===== config.mk =====
export PLATFORM = sky130hd
export DESIGN_NAME = uart_tx_frame_ctrl_flat
export DESIGN_NICKNAME = d
export VERILOG_FILES = /design/src/rtl/uart_tx_frame_ctrl_if.sv /design/src/rtl/uart_tx_frame_ctrl.sv /design/src/flat_wrapper.sv
export SDC_FILE = /design/constraint.sdc
export NUM_CORES = 1
export LEC_CHECK = 0
export CAP_MARGIN = 20
export CORE_ASPECT_RATIO = 1.25
export CORE_MARGIN = 10
export CORE_UTILIZATION = 40
export DETAILED_ROUTE_END_ITERATION = 10
export PLACE_DENSITY = 0.63
export SYNTH_ARGS = -nofsm -noshare
export SYNTH_HDL_FRONTEND = slang
export SYNTH_SLANG_ARGS = --single-unit

===== constraint.sdc =====
create_clock -name clk -period 1.5 [get_ports clk]
set_input_delay 0.225 -clock clk [delete_from_list [all_inputs] [get_ports clk]]
set_output_delay 0.225 -clock clk [all_outputs]
set_load 0.005 [all_outputs]

===== src/rtl/uart_tx_frame_ctrl_if.sv =====
// Byte-input handshake for the UART Tx framing controller.
//   tx_data  : byte to transmit (master -> slave)
//   tx_valid : tx_data valid     (master -> slave)
//   tx_ready : holding register empty (slave -> master); a transfer
//              happens when tx_valid && tx_ready at a rising edge.
interface uart_tx_frame_ctrl_if;
    localparam int unsigned DATA_W = 8;

    logic [DATA_W-1:0] tx_data;
    logic              tx_valid;
    logic              tx_ready;

    modport master (
        output tx_data,
        output tx_valid,
        input  tx_ready
    );

    modport slave (
        input  tx_data,
        input  tx_valid,
        output tx_ready
    );
endinterface


===== src/rtl/uart_tx_frame_ctrl.sv =====
// UART Tx framing controller: buffers one byte, builds a 10-bit frame
// (start 0, data LSB-first, stop 1), shifts it onto txd on the baud
// counter's shift_en pulses and enables that counter while sending.
// Ports:
//   clk, rst      : clock, synchronous active-high reset
//   tx_if         : byte handshake (slave side, tx_ready from holding reg)
//   shift_en_i    : bit-period-end pulse from the baud counter
//   tx_done_i     : end-of-frame pulse, coincident with the 10th shift_en
//   bps_cnt_en_o  : baud counter enable
//   txd_o         : serial line, idles high
//   tx_busy_o     : high while sending or in the inter-frame gap
//   frame_err_o   : one-cycle pulse on a counter/controller bit-count mismatch
module uart_tx_frame_ctrl #(
    parameter int unsigned IDLE_GAP = 1  // must be >= 1
) (
    input  logic                 clk,
    input  logic                 rst,
    uart_tx_frame_ctrl_if.slave  tx_if,
    input  logic                 shift_en_i,
    input  logic                 tx_done_i,
    output logic                 bps_cnt_en_o,
    output logic                 txd_o,
    output logic                 tx_busy_o,
    output logic                 frame_err_o
);

    localparam int unsigned DATA_W   = 8;
    localparam int unsigned FRAME_W  = DATA_W + 2;
    localparam int unsigned IDX_W    = 4;
    localparam int unsigned LAST_IDX = FRAME_W - 1;
    localparam int unsigned GAP_W    = (IDLE_GAP > 1) ? $clog2(IDLE_GAP) : 1;

    typedef enum logic [1:0] {
        S_IDLE,
        S_SEND,
        S_GAP
    } state_e;

    state_e              state_q;
    logic                hold_valid_q;
    logic [DATA_W-1:0]   hold_data_q;
    logic [FRAME_W-1:0]  shreg_q;
    logic [IDX_W-1:0]    bit_idx_q;
    logic [GAP_W-1:0]    gap_cnt_q;
    logic                bps_cnt_en_q;
    logic                tx_busy_q;
    logic                frame_err_q;

    logic accept;
    logic last_bit;
    logic end_ok;
    logic advance;
    logic count_err;

    assign accept   = tx_if.tx_valid && !hold_valid_q;
    assign last_bit = (bit_idx_q == IDX_W'(LAST_IDX));

    // Pulse qualification while sending: normal end, bit advance, or mismatch.
    assign end_ok    = shift_en_i && tx_done_i && last_bit;
    assign advance   = shift_en_i && !tx_done_i && !last_bit;
    assign count_err = (tx_done_i && !last_bit)
                     || (shift_en_i && !tx_done_i && last_bit)
                     || (tx_done_i && !shift_en_i);

    // Frame sequencer, holding register and registered outputs.
    // shreg_q[0] is the bit on the line; it is all-ones whenever idle.
    always_ff @(posedge clk) begin
        if (rst) begin
            state_q      <= S_IDLE;
            hold_valid_q <= 1'b0;
            hold_data_q  <= '0;
            shreg_q      <= '1;
            bit_idx_q    <= '0;
            gap_cnt_q    <= '0;
            bps_cnt_en_q <= 1'b0;
            tx_busy_q    <= 1'b0;
            frame_err_q  <= 1'b0;
        end else begin
            frame_err_q <= 1'b0;

            // Cannot coincide with a load: a load needs hold_valid_q=1.
            if (accept) begin
                hold_valid_q <= 1'b1;
                hold_data_q  <= tx_if.tx_data;
            end

            case (state_q)
                S_IDLE: begin
                    shreg_q      <= '1;
                    bps_cnt_en_q <= 1'b0;
                    tx_busy_q    <= 1'b0;
                    if (hold_valid_q) begin
                        shreg_q      <= {1'b1, hold_data_q, 1'b0};
                        bps_cnt_en_q <= 1'b1;
                        tx_busy_q    <= 1'b1;
                        bit_idx_q    <= '0;
                        hold_valid_q <= 1'b0;
                        state_q      <= S_SEND;
                    end
                end

                S_SEND: begin
                    if (count_err || end_ok) begin
                        // Errors drop the in-flight byte; the held byte survives.
                        frame_err_q  <= count_err;
                        shreg_q      <= '1;
                        bps_cnt_en_q <= 1'b0;
                        gap_cnt_q    <= '0;
                        state_q      <= S_GAP;
                    end else if (advance) begin
                        shreg_q   <= {1'b1, shreg_q[FRAME_W-1:1]};
                        bit_idx_q <= bit_idx_q + IDX_W'(1);
                    end
                end

                S_GAP: begin
                    // Hold the counter disabled so it restarts from 0.
                    shreg_q      <= '1;
                    bps_cnt_en_q <= 1'b0;
                    if (gap_cnt_q == GAP_W'(IDLE_GAP - 1)) begin
                        tx_busy_q <= 1'b0;
                        state_q   <= S_IDLE;
                    end else begin
                        gap_cnt_q <= gap_cnt_q + GAP_W'(1);
                    end
                end

                default: begin
                    shreg_q      <= '1;
                    bps_cnt_en_q <= 1'b0;
                    tx_busy_q    <= 1'b0;
                    state_q      <= S_IDLE;
                end
            endcase
        end
    end

    assign tx_if.tx_ready = ~hold_valid_q;
    assign txd_o          = shreg_q[0];
    assign bps_cnt_en_o   = bps_cnt_en_q;
    assign tx_busy_o      = tx_busy_q;
    assign frame_err_o    = frame_err_q;

endmodule


===== src/flat_wrapper.sv =====
// flat-port wrapper written by rule: the top's interface ports become plain ports
module uart_tx_frame_ctrl_flat 
#(
    parameter int unsigned IDLE_GAP = 1                 
)
  (clk, rst, shift_en_i, tx_done_i, bps_cnt_en_o, txd_o, tx_busy_o, frame_err_o, tx_if_tx_data, tx_if_tx_valid, tx_if_tx_ready);
  uart_tx_frame_ctrl_if tx_if_i ();
  input  logic clk;
  input  logic rst;
  input  logic shift_en_i;
  input  logic tx_done_i;
  output logic bps_cnt_en_o;
  output logic txd_o;
  output logic tx_busy_o;
  output logic frame_err_o;
  input wire logic [$bits(tx_if_i.tx_data)-1:0] tx_if_tx_data;
  input wire logic [$bits(tx_if_i.tx_valid)-1:0] tx_if_tx_valid;
  output wire logic [$bits(tx_if_i.tx_ready)-1:0] tx_if_tx_ready;
  assign tx_if_i.tx_data = tx_if_tx_data;
  assign tx_if_i.tx_valid = tx_if_tx_valid;
  assign tx_if_tx_ready = tx_if_i.tx_ready;
  uart_tx_frame_ctrl #(.IDLE_GAP(IDLE_GAP)) u_core (.clk(clk), .rst(rst), .tx_if(tx_if_i), .shift_en_i(shift_en_i), .tx_done_i(tx_done_i), .bps_cnt_en_o(bps_cnt_en_o), .txd_o(txd_o), .tx_busy_o(tx_busy_o), .frame_err_o(frame_err_o));
endmodule

==> results of run 1 <==
[cell usage in the layout, fill, tap and decap left out, types with 2 or more instances in the layout]
master / synthesis / layout
sky130_fd_sc_hd__clkdlybuf4s50_1: 0 / 15
sky130_fd_sc_hd__a221o_1: 3 / 3
sky130_fd_sc_hd__buf_4: 0 / 26
sky130_fd_sc_hd__clkbuf_4: 0 / 3
sky130_fd_sc_hd__dfxtp_1: 27 / 22
sky130_fd_sc_hd__a32oi_1: 4 / 4
sky130_fd_sc_hd__o31ai_1: 4 / 4
sky130_fd_sc_hd__nor3_1: 3 / 3
sky130_fd_sc_hd__nor3b_1: 6 / 5
sky130_fd_sc_hd__a21oi_1: 7 / 7
sky130_fd_sc_hd__a22o_1: 2 / 2
sky130_fd_sc_hd__a211oi_2: 1 / 2
sky130_fd_sc_hd__or3_2: 2 / 2
sky130_fd_sc_hd__o21ai_0: 4 / 3
sky130_fd_sc_hd__nand3b_1: 2 / 2
sky130_fd_sc_hd__inv_1: 7 / 6
sky130_fd_sc_hd__mux2i_1: 8 / 8
sky130_fd_sc_hd__dfxtp_4: 0 / 2
sky130_fd_sc_hd__o211ai_1: 2 / 2
sky130_fd_sc_hd__nor2_1: 15 / 15
sky130_fd_sc_hd__nor2b_1: 2 / 2
sky130_fd_sc_hd__nand2b_1: 5 / 5
sky130_fd_sc_hd__dfxtp_2: 0 / 3
sky130_fd_sc_hd__o21bai_1: 3 / 3
[cells in the mapped netlist (all sizes together), types with 3 or more instances]
cell type and n:
a221o 3, inv 7, dfxtp 27, a21oi 7
buf 5, or3 3, o31ai 4, a32oi 4
nand2b 5, nor3 3, nor3b 6, mux2i 8
o21ai 4, o21bai 3, clkbuf 6, nor2 15
[routing by layer]
layer / global-route usage / share of wire / vias up
li1: - / - / 561
met1: 0.116 / 0.43 / 529
met2: 0.174 / 0.52 / 20
met3: 0.0190 / 0.033 / 6
met4: 0.0510 / 0.020 / 0
met5: 0 / 0 / -
[cell families (layout without fill, tap and decap cells)]
logic type,count (synthesis),after routing
AND/OR/NAND/NOR,47,47
AO/OA/AOI/OAI,32,32
flip-flops,27,27
buffers and inverters,18,54
multiplexers,8,8
adder cells (fa/ha/maj),2,2
XOR/XNOR,1,1
[through the flow]
stage,std cells,power [mW],setup WS [ps],hold WS [ps],util
after floorplan,135,0.942,-22.9,372,-
after global placement,201,1.05,-301,445,0.543
after detailed placement,201,1.06,-315,452,0.543
after CTS,207,1.39,-45.7,452,0.558
after global routing,207,1.44,-48.1,422,0.566
final,207,1.36,-20.3,393,0.566
[state kept, by name, indices dropped and copies added, names as in the netlist]
name	flops
u_core.hold_valid_q	1
u_core.bps_cnt_en_o	1
u_core.bit_idx_q	4
u_core.hold_data_q	8
u_core.frame_err_o	1
u_core.shreg_q	9
u_core.tx_busy_o	1
u_core.state_q	2
[layout make-up]
| cell class | instances | area, µm² |
|---|---|---|
| clock buffers | 4 | 26.3 |
| fillers | 278 | 1300 |
| inverters | 7 | 26.3 |
| multi-input cells | 90 | 682 |
| flip-flops and latches | 27 | 552 |
| well taps | 36 | 45.0 |
| repair buffers | 43 | 367 |
[worst max-delay path: stages (launching register included)]
cell and delay (ps):
sky130_fd_sc_hd__dfxtp_2 360, sky130_fd_sc_hd__inv_2 40, sky130_fd_sc_hd__ha_4 150, sky130_fd_sc_hd__and3b_2 240
sky130_fd_sc_hd__or4_4 490, sky130_fd_sc_hd__a211oi_2 170
[worst paths after layout]
path | end | start
worst max-delay path | u_core.bit_idx_q[2] | u_core.bit_idx_q[1]
worst min-delay path | u_core.state_q[1] | tx_done_i
worst max register to register | u_core.bit_idx_q[2] | u_core.bit_idx_q[1]
worst min register to register | u_core.shreg_q[4] | u_core.shreg_q[4]
[report_power, final]
part / internal (mW) / switching [mW] / total [mW]
Combinational: 0.148 / 0.118 / 0.266
Sequential: 0.758 / 0.0226 / 0.781
Clock: 0.104 / 0.212 / 0.316
[repair_timing]
| action | in CTS | in global routing |
|---|---|---|
| cloned | 0 | 0 |
| gates resized for setup | 5 | 9 |
| endpoints found under the setup margin | 3 | 8 |
| setup buffers | 2 | 0 |
| pin swaps | 1 | 0 |
==> results.sh, run 1 <==
export IMPL_syn_area_um2=1280
export IMPL_synth_xor_xnor_area_share=0.00684
export IMPL_clk_pin_slew_ps=150
export IMPL_tritoncts_clock_tree="built"
export IMPL_hold_violations=0
export IMPL_grt_total_usage=0.102
export IMPL_cp_data_required_time_ps=1750
export IMPL_area_growth_pct=32.6
export IMPL_dpl_instance_area_um2=1630
export IMPL_maxSlewHeadroom=0.751
export IMPL_worst_path_max_fanout=7
export IMPL_die_height_um=83.2
export IMPL_cts_hold_buffers_added=0
export IMPL_setup_worst_path_class="flop to flop"
export IMPL_cp_data_arrival_time_ps=1770
export IMPL_layout_worst_path_cycle_share=1.01
export IMPL_floorplan_die_area_um2=5880
export IMPL_timing_critical_path_from_type="flop"
export IMPL_fmax_ghz=0.658
export IMPL_final_worst_path_setup_slack_ps=-20.3
export IMPL_drtPass1Iterations=4
export IMPL_p_leak_nw=0.661
export IMPL_synth_top_area_share=0.422
export IMPL_detail_route_wirelength_um=3090
export IMPL_power_density_nw_per_um2=803
export IMPL_final_setup_viol_count=1
export IMPL_synth_fp_nets=150
export IMPL_synth_edff_count=0
export IMPL_failed_checks="negative setup slack"
export IMPL_synth_cells=135
export IMPL_number_of_nets_with_antenna_violations_after_routing=0
export IMPL_detailed_place_hpwl_um=2300
export IMPL_io_buffers=17
export IMPL_cap_viol_max_count=0
export IMPL_synth_avg_cell_area_um2=9.48
export IMPL_grt_antenna_before_repair=0
export IMPL_timing_max_transition_violations_final=0
export IMPL_start_util=0.427
export IMPL_r2r_cells=5
export IMPL_post_drt_wl_per_cell_um=14.9
export IMPL_cts_sink_count=27
export IMPL_grt_pass1_wl_um=5140
export IMPL_cts_htree_levels=1
export IMPL_worst_setup_path_end_kind="flop"
export IMPL_finalClockSkew_ps=14.2
export IMPL_outcome="finished, violations left"
export IMPL_number_of_global_route_vias_before_repair=1118
export IMPL_vias=1116
export IMPL_iter_0_drt_violations=46
export IMPL_netlist_top_cells_area="sky130_fd_sc_hd__dfxtp_1 (42%), sky130_fd_sc_hd__mux2i_1 (6.3%), sky130_fd_sc_hd__nor2_1 (4.4%), sky130_fd_sc_hd__nor3b_1 (3.5%), sky130_fd_sc_hd__a21oi_1 (2.7%)"
export IMPL_fp_coreArea_um2=3000
export IMPL_fraction_of_synthesized_area_in_multiplexers=0.0626
export IMPL_seq_area_frac_synth=0.422
export IMPL_design_portCount=18
export IMPL_synth_top_family_by_area="simple AND/OR/NAND/NOR gates"
export IMPL_synthDistinctLibCells=38
export IMPL_gpl_final_weighted_congestion=0.860
export IMPL_drt_vias_per_instance=5.39
export IMPL_post_synth_top_area_cell="sky130_fd_sc_hd__dfxtp_1"
export IMPL_r2r_setup_slack_ps=-20
export IMPL_placementRows=22
export IMPL_number_of_antenna_repair_diodes=0
export IMPL_compound_gate_portion_of_the_synthesized_area=0.183
export IMPL_yosys_area_share_simple=0.238
export IMPL_ir_worst_vdd_v=0.000546
export IMPL_worst_hold_path_num_cells=4
export IMPL_synth_adder_area_share=0.0196
export IMPL_synthArstFlopShare=0
export IMPL_clock_path_buffers=2
export IMPL_cts_made_buffers=3
export IMPL_synth_warning_count=0
export IMPL_die_w_um=70.6
export IMPL_worstSkewPairLatency_ps=330
export IMPL_worstHoldPathType="primary input to flop"
export IMPL_ys_flop_type="sky130_fd_sc_hd__dfxtp_1"
export IMPL_drt_drc_violations_left=0
export IMPL_grt_max_degree=21
export IMPL_cts_root_buffer="sky130_fd_sc_hd__clkbuf_4"
export IMPL_design_final_nets=187
export IMPL_synth_ff_latch_count=27
export IMPL_rsz0062_at_grt="true"
export IMPL_finish_instance_area_um2=1700
export IMPL_fraction_of_layout_cells_with_a_size_suffix_above_1=0.275
export IMPL_overflow=0
export IMPL_tightestPinTransition_ps=371
export IMPL_tns_ps=-20.3
export IMPL_period_needed_ps=1520
No activity file was read; power rests on OpenSTA's default activity.
==> run 2: changes to the inputs <==
--- a/config.mk
+++ b/config.mk
@@ -6,7 +6,6 @@
 export NUM_CORES = 1
 export LEC_CHECK = 0
 export CAP_MARGIN = 20
-export CORE_ASPECT_RATIO = 1.25
 export CORE_MARGIN = 10
 export CORE_UTILIZATION = 40
 export DETAILED_ROUTE_END_ITERATION = 10
@@ -14,3 +13,4 @@
 export SYNTH_ARGS = -nofsm -noshare
 export SYNTH_HDL_FRONTEND = slang
 export SYNTH_SLANG_ARGS = --single-unit
+export TNS_END_PERCENT = 10
==> run 2 against run 1 <==
Against the previous run: the run still ends with negative setup slack left; combinational power hardly changed; maximum frequency is 0.36% lower; non-clock buffer count is 1 higher; core utilization hardly changed; sequential cell count stayed put; wire length is 0.19% higher; critical path type unchanged; critical endpoint unchanged.
==> results.sh, run 2 (same netlist as run 1, synthesis figures left out) <==
export IMPL_worst_path_max_fanout=7
export IMPL_maxSlewHeadroom=0.796
export IMPL_floorplan_die_area_um2=5860
export IMPL_finish_instance_area_um2=1730
export IMPL_io_buffers=17
export IMPL_grt_max_degree=17
export IMPL_grt_antenna_before_repair=0
export IMPL_gpl_final_weighted_congestion=0.828
export IMPL_layout_common_cells="sky130_fd_sc_hd__buf_4 (27), sky130_fd_sc_hd__dfxtp_1 (21), sky130_fd_sc_hd__nor2_1 (15), sky130_fd_sc_hd__clkdlybuf4s50_1 (15), sky130_fd_sc_hd__mux2i_1 (8)"
export IMPL_timing_critical_path_from_type="flop"
export IMPL_tightestPinTransition_ps=304
export IMPL_overflow=0
export IMPL_crit_chain="inv_2 > ha_4 > and3b_2 > or4_4 > a211oi_2"
export IMPL_worstHoldPathType="primary input to flop"
export IMPL_mostFrequentLayoutCell="sky130_fd_sc_hd__buf_4"
export IMPL_max_stage_delay_ps=490
export IMPL_vias=1102
export IMPL_clock_path_buffers=2
export IMPL_detail_route_wirelength_um=3100
export IMPL_number_of_global_route_vias_before_repair=1194
export IMPL_rsz0062_at_grt="true"
export IMPL_fmax_ghz=0.655
export IMPL_tritoncts_clock_tree="built"
export IMPL_p_leak_nw=0.668
export IMPL_cts_hold_buffers_added=0
export IMPL_die_w_um=76.6
export IMPL_cp_data_required_time_ps=1760
export IMPL_largest_register_ff_count=9
export IMPL_largest_register="u_core.shreg_q"
export IMPL_number_of_antenna_repair_diodes=0
export IMPL_preCtsSetupSlack_ps=-325
export IMPL_dpl_instance_area_um2=1640
export IMPL_worst_setup_path_end_kind="flop"
export IMPL_detailed_place_hpwl_um=2320
export IMPL_final_setup_viol_count=2
export IMPL_number_of_nets_with_antenna_violations_after_routing=0
export IMPL_iter_0_drt_violations=79
export IMPL_filler_cell_count=295
export IMPL_start_util=0.419
export IMPL_design_portCount=18
export IMPL_design_final_nets=188
export IMPL_cts_htree_levels=1
export IMPL_placementRows=20
export IMPL_critPathTopFamily="simple AND/OR/NAND/NOR gates"
export IMPL_m1WireLength_um=1510
export IMPL_drtPass1Iterations=4
export IMPL_postLayoutCoreUtil=0.566
export IMPL_dpl_cell_count=210
export IMPL_power_density_nw_per_um2=796
export IMPL_cts_sink_count=27
export IMPL_power_total_mw=1.37
export IMPL_finalClockSkew_ps=1.92
export IMPL_grt_pass1_wl_um=5410
export IMPL_fraction_of_layout_cells_with_a_size_suffix_above_1=0.302
export IMPL_top_signal_layer_used="met4"
export IMPL_cp_data_arrival_time_ps=1790
export IMPL_multi_input_comb_area_um2=691
export IMPL_timing_max_transition_violations_final=0
export IMPL_critical_path_n_buffers_inverters=1
export IMPL_fp_coreArea_um2=3050
export IMPL_cts_made_buffers=3
export IMPL_met3RoutedLength_um=128
export IMPL_clk_pin_slew_ps=150
export IMPL_period_needed_ps=1530
export IMPL_met2_wire_length_um=1420
export IMPL_post_layout_nonfiller_instances=216
export IMPL_cts_root_buffer="sky130_fd_sc_hd__clkbuf_4"
export IMPL_timing_critical_path_slowest_stage_cell="sky130_fd_sc_hd__or4_4"
export IMPL_final_worst_path_setup_slack_ps=-25.9
export IMPL_ir_worst_vdd_v=0.000469
export IMPL_setup_worst_path_class="flop to flop"
export IMPL_hold_violations=0
export IMPL_grt_total_usage=0.108
export IMPL_post_drt_wl_per_cell_um=14.3
export IMPL_area_growth_pct=34.9
export IMPL_layout_area_seq_um2=551
export IMPL_outcome="finished, violations left"
export IMPL_worstSkewPairLatency_ps=320
export IMPL_cap_viol_max_count=0
export IMPL_drt_vias_per_instance=5.10
export IMPL_die_height_um=76.6
export IMPL_failed_checks="negative setup slack"
export IMPL_largest_registers_in_the_final_layout="u_core.shreg_q x9, u_core.hold_data_q x8, u_core.bit_idx_q x4"
export IMPL_drt_drc_violations_left=0
export IMPL_layout_worst_path_cycle_share=1.02
-- run 2: path summary, 6_finish.rpt --
kind              slack (ps)                start  cells past startpoint                  end
hold / removal           430           shift_en_i                      4  u_core.bit_idx_q[2]
setup / recovery         -30  u_core.bit_idx_q[1]                      5  u_core.bit_idx_q[2]
hold reg to reg          470    u_core.shreg_q[0]                      2    u_core.shreg_q[0]
setup reg to reg         -30  u_core.bit_idx_q[1]                      5  u_core.bit_idx_q[2]
-- run 2: worst reg2reg max path: stages, from the launching register on --
cell and delay (ps):
sky130_fd_sc_hd__dfxtp_2 360, sky130_fd_sc_hd__inv_2 40, sky130_fd_sc_hd__ha_4 150, sky130_fd_sc_hd__and3b_2 250, sky130_fd_sc_hd__or4_4 490, sky130_fd_sc_hd__a211oi_2 170
-- run 2: timing repair --
action / in CTS / in global routing
resized for setup: 8 / 10
pin swaps: 1 / 0
buffers inserted: 2 / 0
setup endpoints to repair: 8 / 10
-- run 2: per-layer routing --
metal | global-route usage | up-vias
li1 | - | 564
met1 | 0.130 | 517
met2 | 0.178 | 17
met3 | 0.0318 | 4
met4 | 0.0372 | 0
met5 | 0 | -
-- run 2: per-stage QoR --
stage / hold slack, ps / TNS, ps
3_3_place_gp: 445 / -2360
5_1_grt: 437 / -191
3_5_place_dp: 453 / -2820
4_1_cts: 466 / -66.4
6_report: 435 / -39.0
2_1_floorplan: 372 / -52.8
-- run 2: power breakdown --
group | total (mW) | internal [mW] | switching [mW] | leakage (nW)
combinational | 0.269 | 0.149 | 0.120 | 0.430
clock | 0.321 | 0.102 | 0.219 | 0.0139
sequential | 0.784 | 0.760 | 0.0239 | 0.223
-- run 2: final cells by class --
type | instances | share of cell area
tap | 44 | 0.0319
multi-input combinational | 90 | 0.400
sequential | 27 | 0.319
timing repair buffer | 44 | 0.217
clock buffer | 3 | 0.0130
inverter | 7 | 0.0152
clock inverter | 1 | 0.00435
